## config.mk

```make
export PLATFORM = sky130hd
export DESIGN_NAME = out_port_allocator
export DESIGN_NICKNAME = d
export VERILOG_FILES = /design/src/rtl/noc_pkg.sv /design/src/rtl/out_port_allocator_rr_arbiter.sv /design/src/rtl/out_port_allocator.sv
export SDC_FILE = /design/constraint.sdc
export NUM_CORES = 1
export LEC_CHECK = 0
export BUFFER_PORTS_ARGS = -buffer_cell sky130_fd_sc_hd__buf_2
export CAP_MARGIN = 20
export CELL_PAD_IN_SITES_DETAIL_PLACEMENT = 1
export CELL_PAD_IN_SITES_GLOBAL_PLACEMENT = 1
export CORE_MARGIN = 1
export CORE_UTILIZATION = 34
export DETAILED_ROUTE_END_ITERATION = 8
export PLACE_DENSITY_LB_ADDON = 0.1
export SLEW_MARGIN = 20
export SYNTH_ARGS = -nofsm -noshare
export SYNTH_HDL_FRONTEND = slang
export SYNTH_HIERARCHICAL = 1
export SYNTH_SLANG_ARGS = --single-unit
```

## constraint.sdc

```tcl
create_clock -name clk_i -period 9 [get_ports clk_i]
set_input_delay 1.8 -clock clk_i [delete_from_list [all_inputs] [get_ports clk_i]]
set_output_delay 1.8 -clock clk_i [all_outputs]
set_load 0.05 [all_outputs]
```

## src/rtl/noc_pkg.sv

```systemverilog
// Shared definitions for the 2D-mesh switch.
// Port ids match the XY route computation.
package noc_pkg;

  localparam int RESOURCE = 0;
  localparam int LEFT     = 1;
  localparam int UP       = 2;
  localparam int RIGHT    = 3;
  localparam int DOWN     = 4;

  localparam int IN_N_DEF   = 5;
  localparam int IN_N_W_DEF = 3;

  typedef enum logic [2:0] {
    PORT_RESOURCE = 3'd0,
    PORT_LEFT     = 3'd1,
    PORT_UP       = 3'd2,
    PORT_RIGHT    = 3'd3,
    PORT_DOWN     = 3'd4
  } port_id_e;

endpackage

```

## src/rtl/out_port_allocator_rr_arbiter.sv

```systemverilog
// Combinational round-robin arbiter with request mask.
// Searches upward from ptr_i with wrap-around.
module rr_arbiter
  import noc_pkg::*;
#(
  parameter int N = IN_N_DEF,
  parameter int W = IN_N_W_DEF
) (
  input  logic [N-1:0] req_i,
  input  logic [W-1:0] ptr_i,
  input  logic [N-1:0] mask_i,
  output logic [N-1:0] win_o,
  output logic [W-1:0] idx_o,
  output logic         vld_o
);

  localparam logic [W:0] NV = (W+1)'(N);

  logic [N-1:0]   elig;
  logic [2*N-1:0] dbl;
  logic [N-1:0]   rot;
  logic [W-1:0]   pos;
  logic           found;
  logic [W:0]     sum;

  assign elig = req_i & ~mask_i;

  // rotate so the pointer slot lands at bit 0
  assign dbl = {elig, elig} >> ptr_i;
  assign rot = dbl[N-1:0];

  always_comb begin
    pos   = '0;
    found = 1'b0;
    for (int k = 0; k < N; k++) begin
      if (!found && rot[k]) begin
        pos   = W'(k);
        found = 1'b1;
      end
    end
  end

  assign sum = {1'b0, ptr_i} + {1'b0, pos};

  always_comb begin
    idx_o = '0;
    win_o = '0;
    vld_o = found;
    if (found) begin
      idx_o = (sum >= NV) ? W'(sum - NV) : W'(sum);
      win_o = N'(1) << idx_o;
    end
  end

endmodule

```

## src/rtl/out_port_allocator.sv

```systemverilog
// Wormhole output-port allocator: round-robin grant
// held per packet until the granted tail flit fires.
module out_port_allocator
  import noc_pkg::*;
#(
  parameter int IN_N   = IN_N_DEF,
  parameter int IN_N_W = IN_N_W_DEF
) (
  input  logic              clk_i,
  input  logic              rst_i,
  input  logic [IN_N-1:0]   req_i,
  input  logic [IN_N-1:0]   tail_i,
  input  logic              out_rdy_i,
  output logic [IN_N-1:0]   grant_o,
  output logic [IN_N_W-1:0] grant_id_o,
  output logic              busy_o,
  output logic              fire_o
);

  localparam logic [0:0] ST_IDLE   = 1'b0;
  localparam logic [0:0] ST_LOCKED = 1'b1;

  localparam logic [IN_N_W-1:0] LAST =
    IN_N_W'(IN_N - 1);

  logic [0:0]        state_q;
  logic [IN_N-1:0]   grant_q;
  logic [IN_N_W-1:0] gid_q;
  logic [IN_N_W-1:0] ptr_q;

  logic [IN_N_W-1:0] nxt_ptr;
  logic [IN_N_W-1:0] arb_ptr;
  logic [IN_N-1:0]   arb_mask;
  logic [IN_N-1:0]   arb_win;
  logic [IN_N_W-1:0] arb_idx;
  logic              arb_vld;
  logic              locked;
  logic              fire;
  logic              tail_hit;

  assign locked   = (state_q == ST_LOCKED);
  assign fire     = (|(grant_q & req_i)) & out_rdy_i;
  assign tail_hit = fire & (|(grant_q & tail_i));

  assign nxt_ptr = (gid_q == LAST) ? '0
                 : gid_q + 1'b1;

  // one arbiter serves both idle grant and tail handover
  assign arb_ptr  = locked ? nxt_ptr : ptr_q;
  assign arb_mask = locked ? grant_q : '0;

  rr_arbiter #(
    .N (IN_N),
    .W (IN_N_W)
  ) u_arb (
    .req_i  (req_i),
    .ptr_i  (arb_ptr),
    .mask_i (arb_mask),
    .win_o  (arb_win),
    .idx_o  (arb_idx),
    .vld_o  (arb_vld)
  );

  always_ff @(posedge clk_i or posedge rst_i) begin
    if (rst_i) begin
      state_q <= ST_IDLE;
      grant_q <= '0;
      gid_q   <= '0;
      ptr_q   <= '0;
    end else begin
      unique case (state_q)
        ST_IDLE: begin
          if (arb_vld) begin
            grant_q <= arb_win;
            gid_q   <= arb_idx;
            state_q <= ST_LOCKED;
          end
        end
        ST_LOCKED: begin
          if (tail_hit) begin
            ptr_q <= nxt_ptr;
            if (arb_vld) begin
              grant_q <= arb_win;
              gid_q   <= arb_idx;
            end else begin
              grant_q <= '0;
              gid_q   <= '0;
              state_q <= ST_IDLE;
            end
          end
        end
        default: begin
          state_q <= ST_IDLE;
          grant_q <= '0;
          gid_q   <= '0;
        end
      endcase
    end
  end

  assign grant_o    = grant_q;
  assign grant_id_o = gid_q;
  assign busy_o     = locked;
  assign fire_o     = fire;

endmodule

```

* Yosys cells after proc, flatten, opt, wreduce, memory -nomap -nowiden
Cells that the tools add are included.
Storage, ports and cells: bits in registers 12, latch bits 0, RAM bits 0, memory bits (read-only) 0, bits of input ports 13, output and inout port bits 10, word-level logic and storage cells 56, memories 0
Cells by class: $add $sub $neg 3, multipliers 0, divide/modulo/power cells 0, magnitude comparators 1, equal/unequal tests 3, shift-type cells 2, mux-type cells 24, bitwise operators 7, reduce and logical (&&, ||, !) cells 12
Operator list (count):
- $mux W3 | 7
- $mux W5 | 4
- $and A5 B5 Y5 | 3
- $pmux W5 S2 | 1
- $reduce_or A5 Y1 | 2
- $shr A10 B3 Y5 | 1
- $mux W1 | 8
- $pmux W3 S2 | 1
- $not A5 Y5 | 1
- $shl A1 B3 Y5 const A | 1
- $add A3 B3 Y4 | 1
- $ge A4 B3 Y1 const B | 1
- $logic_and A1 B1 Y1 | 4
- $logic_not A1 Y1 | 4
- $mux W2 | 2
- $reduce_and A2 Y1 | 2
- $add A3 B1 Y3 const B | 1
- $eq A3 B3 Y1 const B | 1
- $sub A3 B3 Y3 const B | 1
- $and A1 B1 Y1 | 2
- $ne A2 B1 Y1 const B | 1
- $ne A2 B2 Y1 const B | 1
- $pmux W1 S2 | 1
- $not A1 Y1 | 1

* Longest topological paths before layout
word-level depth 24, gate-level depth with buffers 27, depth with buffers taken out 25

* Hierarchy
Netlist, hierarchy kept.
By module, submodules not included:
- rr_arbiter | instances 1, cells an instance 122, area an instance 949.7 um2, sequential area each 0.0 um2
- out_port_allocator | instances 1, cells an instance 68, area an instance 694.4 um2, sequential area each 300.3 um2

* Worst setup path after synthesis
OpenSTA, ideal clock, no wires.
kind input port to flip-flop, start point input port req_i[3], end point register grant_q[1], in the netlist grant_o[1], library setup time 126 ps, arrival 5611 ps, data required time 8874 ps, slack 3263 ps, stages 21, buffers on the path 1, cell sequence nand2b_1 > o21ai_0 > mux4_2 > o21ai_0 > o21ai_0 > a22o_1 > ha_1 > fa_1 > inv_1 > ha_1 > nand2b_1 > nand2_1 > mux2i_1 > or4_4 > buf_6 > mux2i_1 > nor2_1 > and2_1 > a21oi_1 > nor2_1 > a221o_1
Between the ends: word-level cells in the longest chain between the ends 22, elaborated cells on any way between the ends 35, classes of those cells add/sub (2); order compare (1); eq/ne (2); shift (2); mux (14); bitwise (4); reduce/logical (10)
Ends and longest elaborated chain:
- from (decl) | line out_port_allocator.sv:11 | input logic [IN_N-1:0] req_i,
- $and A5 B5 Y5 (*) | line out_port_allocator_rr_arbiter.sv:26 | assign elig = req_i & ~mask_i;
- $shr A10 B3 Y5 (*) | line out_port_allocator_rr_arbiter.sv:29 | assign dbl = {elig, elig} >> ptr_i;
- $mux W1 | line out_port_allocator_rr_arbiter.sv:36 | if (!found && rot[k]) begin
- $logic_not A1 Y1 | line out_port_allocator_rr_arbiter.sv:36
- $logic_and A1 B1 Y1 | line out_port_allocator_rr_arbiter.sv:36
- $mux W1 | line out_port_allocator_rr_arbiter.sv:36
- $logic_not A1 Y1 | line out_port_allocator_rr_arbiter.sv:36
- $logic_and A1 B1 Y1 | line out_port_allocator_rr_arbiter.sv:36
- (+7 left out)
- $add A3 B3 Y4 (*) | line out_port_allocator_rr_arbiter.sv:43 | assign sum = {1'b0, ptr_i} + {1'b0, pos};
- $ge A4 B3 Y1 / $sub A3 B3 Y3 (equally long branches) | line out_port_allocator_rr_arbiter.sv:50 | idx_o = (sum >= NV) ? W'(sum - NV) : W'(sum);
- $mux W3 (*) | line out_port_allocator_rr_arbiter.sv:50
- $shl A1 B3 Y5 (*) | line out_port_allocator_rr_arbiter.sv:51 | win_o = N'(1) << idx_o;
- net arb_win[1] | line out_port_allocator.sv:34 | logic [IN_N-1:0] arb_win;
- $mux W5 | line out_port_allocator.sv:82 | if (arb_vld) begin
- $mux W5 | line out_port_allocator.sv:80 | if (tail_hit) begin
- $pmux W5 S2 (*) | line out_port_allocator.sv:71 | unique case (state_q)
- to (signal assigned) | line out_port_allocator.sv:74 | grant_q <= arb_win;
- to (signal assigned) | line out_port_allocator.sv:83 | grant_q <= arb_win;
- to (decl) | line out_port_allocator.sv:27 | logic [IN_N-1:0] grant_q;
The timed path passes the listed nets; every way through them passes the cells marked *. The select of a mux whose other input is x is not followed. A chain may end at the register's enable or synchronous reset.

* Worst setup path after layout
Same ends and word-level chain as after synthesis.

==> impl_metrics.csv <==
group,metric,value,unit
critical_path,endpoint_kind,"flop",
route,postRouteAntennaNets,0,
status,status,"finished clean",
place,place_congestion,0.824,
critical_path,cp-start-kind,"primary input",
sta,worstMarginPinSlew,0.620,ns
critical_path,cp_max_fo,7,
hold_path,worstHoldStart,"ptr_q[1]",
final_layout,final_cells,261,
route,vias,1553,
clocking,clk_latency,0.24,ns
place,dpl.hpwl,3.91,mm
sta,layout_worst_path_cycle_share,67.1,%
place,portBuffers,22,
final_layout,diodes,0,
clocking,cts_tree,"done",
sta,fin_skew,0.00337,ns
yosys,synth_top_cell_area_share,18.3,%
yosys,syn_nets,210,
yosys,seq_area_frac_synth,18.3,%
yosys,async_reset_ff_share,100,%
route,drt_first_pass_iters,4,
yosys,syn_area,0.00164,mm²
clocking,root_buffer,"clkbuf_8",
sta,max_freq,166,MHz
sta,finalSetupTns,0,ns
critical_path,r2r_setup_slack,3.28,ns
clocking,cts_sinks,12,
floorplan,coreArea,0.00450,mm²
clocking,postCtsSetupBuffers,0,
sta,period_needed,6.03,ns
route,vias_per_cell,5.95,
route,wire_per_inst,18.9,µm
hold_path,hold_class,"reg -> reg",
yosys,ys_types,60,
floorplan,initial_core_util,36.5,%
route,wl,4.94,mm
yosys,yosysMostFrequentCell,"nor2_1",
critical_path,worstSetupEndpoint,"grant_o[1]",
clocking,htree_levels,1,
yosys,synth.avg_cell_area,8.65,µm²
clocking,cts_resized,0,
clocking,cts.clk_slew.worst_paths,0.06,ns
clocking,cts_buffer_depth,2,
global_routing,use_met1,27.4,%
critical_path,critical_path_required,9.12,ns
global_routing,antenna_found_initial,0,
yosys,synth_seq_cells,12,
critical_path,regToRegStartpoint,"grant_id_o[0]",
yosys,yosys.area.top_type,"dfrtp_1",
global_routing,grt_max_degree,24,
floorplan,dieArea,0.00512,mm²
yosys,synthCells,190,
critical_path,worst-setup-path-type,"in -> reg",
final_layout,nFillCells,543,
clocking,cts_buffers,3,
global_routing,grt_pass1_vias,1678,
clocking,cts.hold.buffers_added,0,
global_routing,met2_usage,36.1,%
yosys,ys_warn_count,6,
route,drtIter0Drc,121,
route,route.detailed.drc,0,
sta,fin_hold_ws,0.517,ns
sta,rsz0062_at_grt,"false",
job,cap_violations,0,
critical_path,worstPathArrival,6.16,ns
floorplan,fp-row-count,24,
yosys,synthTopCellsByCount,"nor2_1 (23), nand2_1 (13), dfrtp_1 (12)",
yosys,synthTopCellsByArea,"dfrtp_1 (18%), mux2i_1 (5.5%), nor2_1 (5.3%)",
critical_path,crit_start,"req_i[3]",
place,placed_cells,257,
sta,relSlewSlack,57.6,%
final_layout,drive_above_1_share,23.0,%
global_routing,gr-usage-met3,4.22,%
sta,hold_viol,0,
final_layout,layout.nets,230,
final_layout,syn2layout_area_growth,10.8,%
global_routing,overflow,0,
final_layout,multiInputGateArea,0.00124,mm²
yosys,synth_edf_count,0,
global_routing,grt_pass1_wl,8.36,mm
floorplan,die_w,71.5,µm
global_routing,busiest_layer,"met2",
final_layout,final_util,40.4,%
sta,setup_viol,0,
sta,slew_violations,0,
yosys,ys.flop_type,"dfrtp_1",
global_routing,track_usage,20.8,%
final_layout,seq_area,300,µm²
critical_path,r2r-end,"grant_o[1]",
floorplan,num_io_pins,23,
floorplan,die-height,71.5,µm
critical_path,reg2reg_depth,24,
-- flip-flops by register name (all words and copies together) (netlist names) --
register / cells
ptr_q: 3
grant_o: 5
busy_o: 1
grant_id_o: 3
-- metal layers --
metal  wire, µm  share of wire [%]
met4         23               0.47
met3        208                4.2
met1       2320                 47
met2       2390                 48
met5          0                  0
-- logic make-up after synthesis --
| group | Yosys count | synth area share [%] |
|---|---|---|
| xor+xnor | 1 | 0.533 |
| flops | 12 | 18.3 |
| simple gates | 80 | 29.4 |
| fa+ha+maj | 7 | 5.78 |
| mux | 20 | 14.8 |
| buf+inv | 20 | 6.39 |
| compound gates | 50 | 24.8 |
-- critical path, cell delays in order --
cell      delay, ns
buf_2          0.12
nand2b_1       0.18
o21ai_0        0.14
mux4_2         0.54
o211ai_1       0.22
o21ai_0        0.13
a22o_1         0.20
ha_1           0.21
fa_1           0.58
inv_1          0.11
ha_1           0.18
nand2b_1       0.15
nand2b_1       0.08
mux2i_1        0.06
or4_4          0.59
mux2i_1        0.17
nor2_1         0.06
and2_1         0.18
a21oi_1        0.12
nor2_1         0.05
a221o_1        0.28
-- worst min path at each step --
stage / end / cells after the start
finish: ptr_q[1] / 1
global route: ptr_q[0] / 1
CTS: ptr_q[1] / 1
detailed placement: ptr_q[1] / 1
global placement: ptr_q[0] / 1
floorplan: ptr_q[0] / 1
-- layout make-up --
cell class	instances	share of cell area (%)
inverters	12	2.47
flip-flops and latches	12	16.5
well taps	52	3.57
multi-input cells	158	68.0
repair buffers	23	6.46
clock buffers	4	3.02
-- cells in the final DEF, fill, tap and decap left out, types with 2 or more instances in the layout --
master    synthesis  routed
nand4b_1          2       2
ha_1              6       6
mux2i_1           9       9
a222oi_1          2       2
a31oi_1           2       2
a32o_1            6       6
o31a_1            2       2
a221o_1           2       2
a21oi_1           6       6
mux2_4            2       2
o21ai_0           7       7
and4b_1           2       2
o31ai_1           4       4
o21a_1            2       2
clkbuf_8          0       4
nor4bb_1          2       2
nand2_1          13      13
nand2b_1          8       8
nor2_1           23      23
o211ai_1          5       5
a41oi_2           2       2
mux4_2            2       2
dfrtp_1          12      12
mux2_2            7       7
nand3_1           4       4
nor3_1            2       2
inv_1            10      10
buf_2             3      22
and2_1            9       9
-- stage by stage --
stage                     setup slack (ns)  instance area [µm²]
after floorplan                       3.26                 1640
after global routing                  2.64                 1820
after global placement                2.86                 1770
after detailed placement              2.76                 1770
after CTS                             3.01                 1820
final                                 2.97                 1820
Power is left out: the tool's default activity adds up to more than one toggle a clock period on the data nets, which glitch-free logic cannot reach.
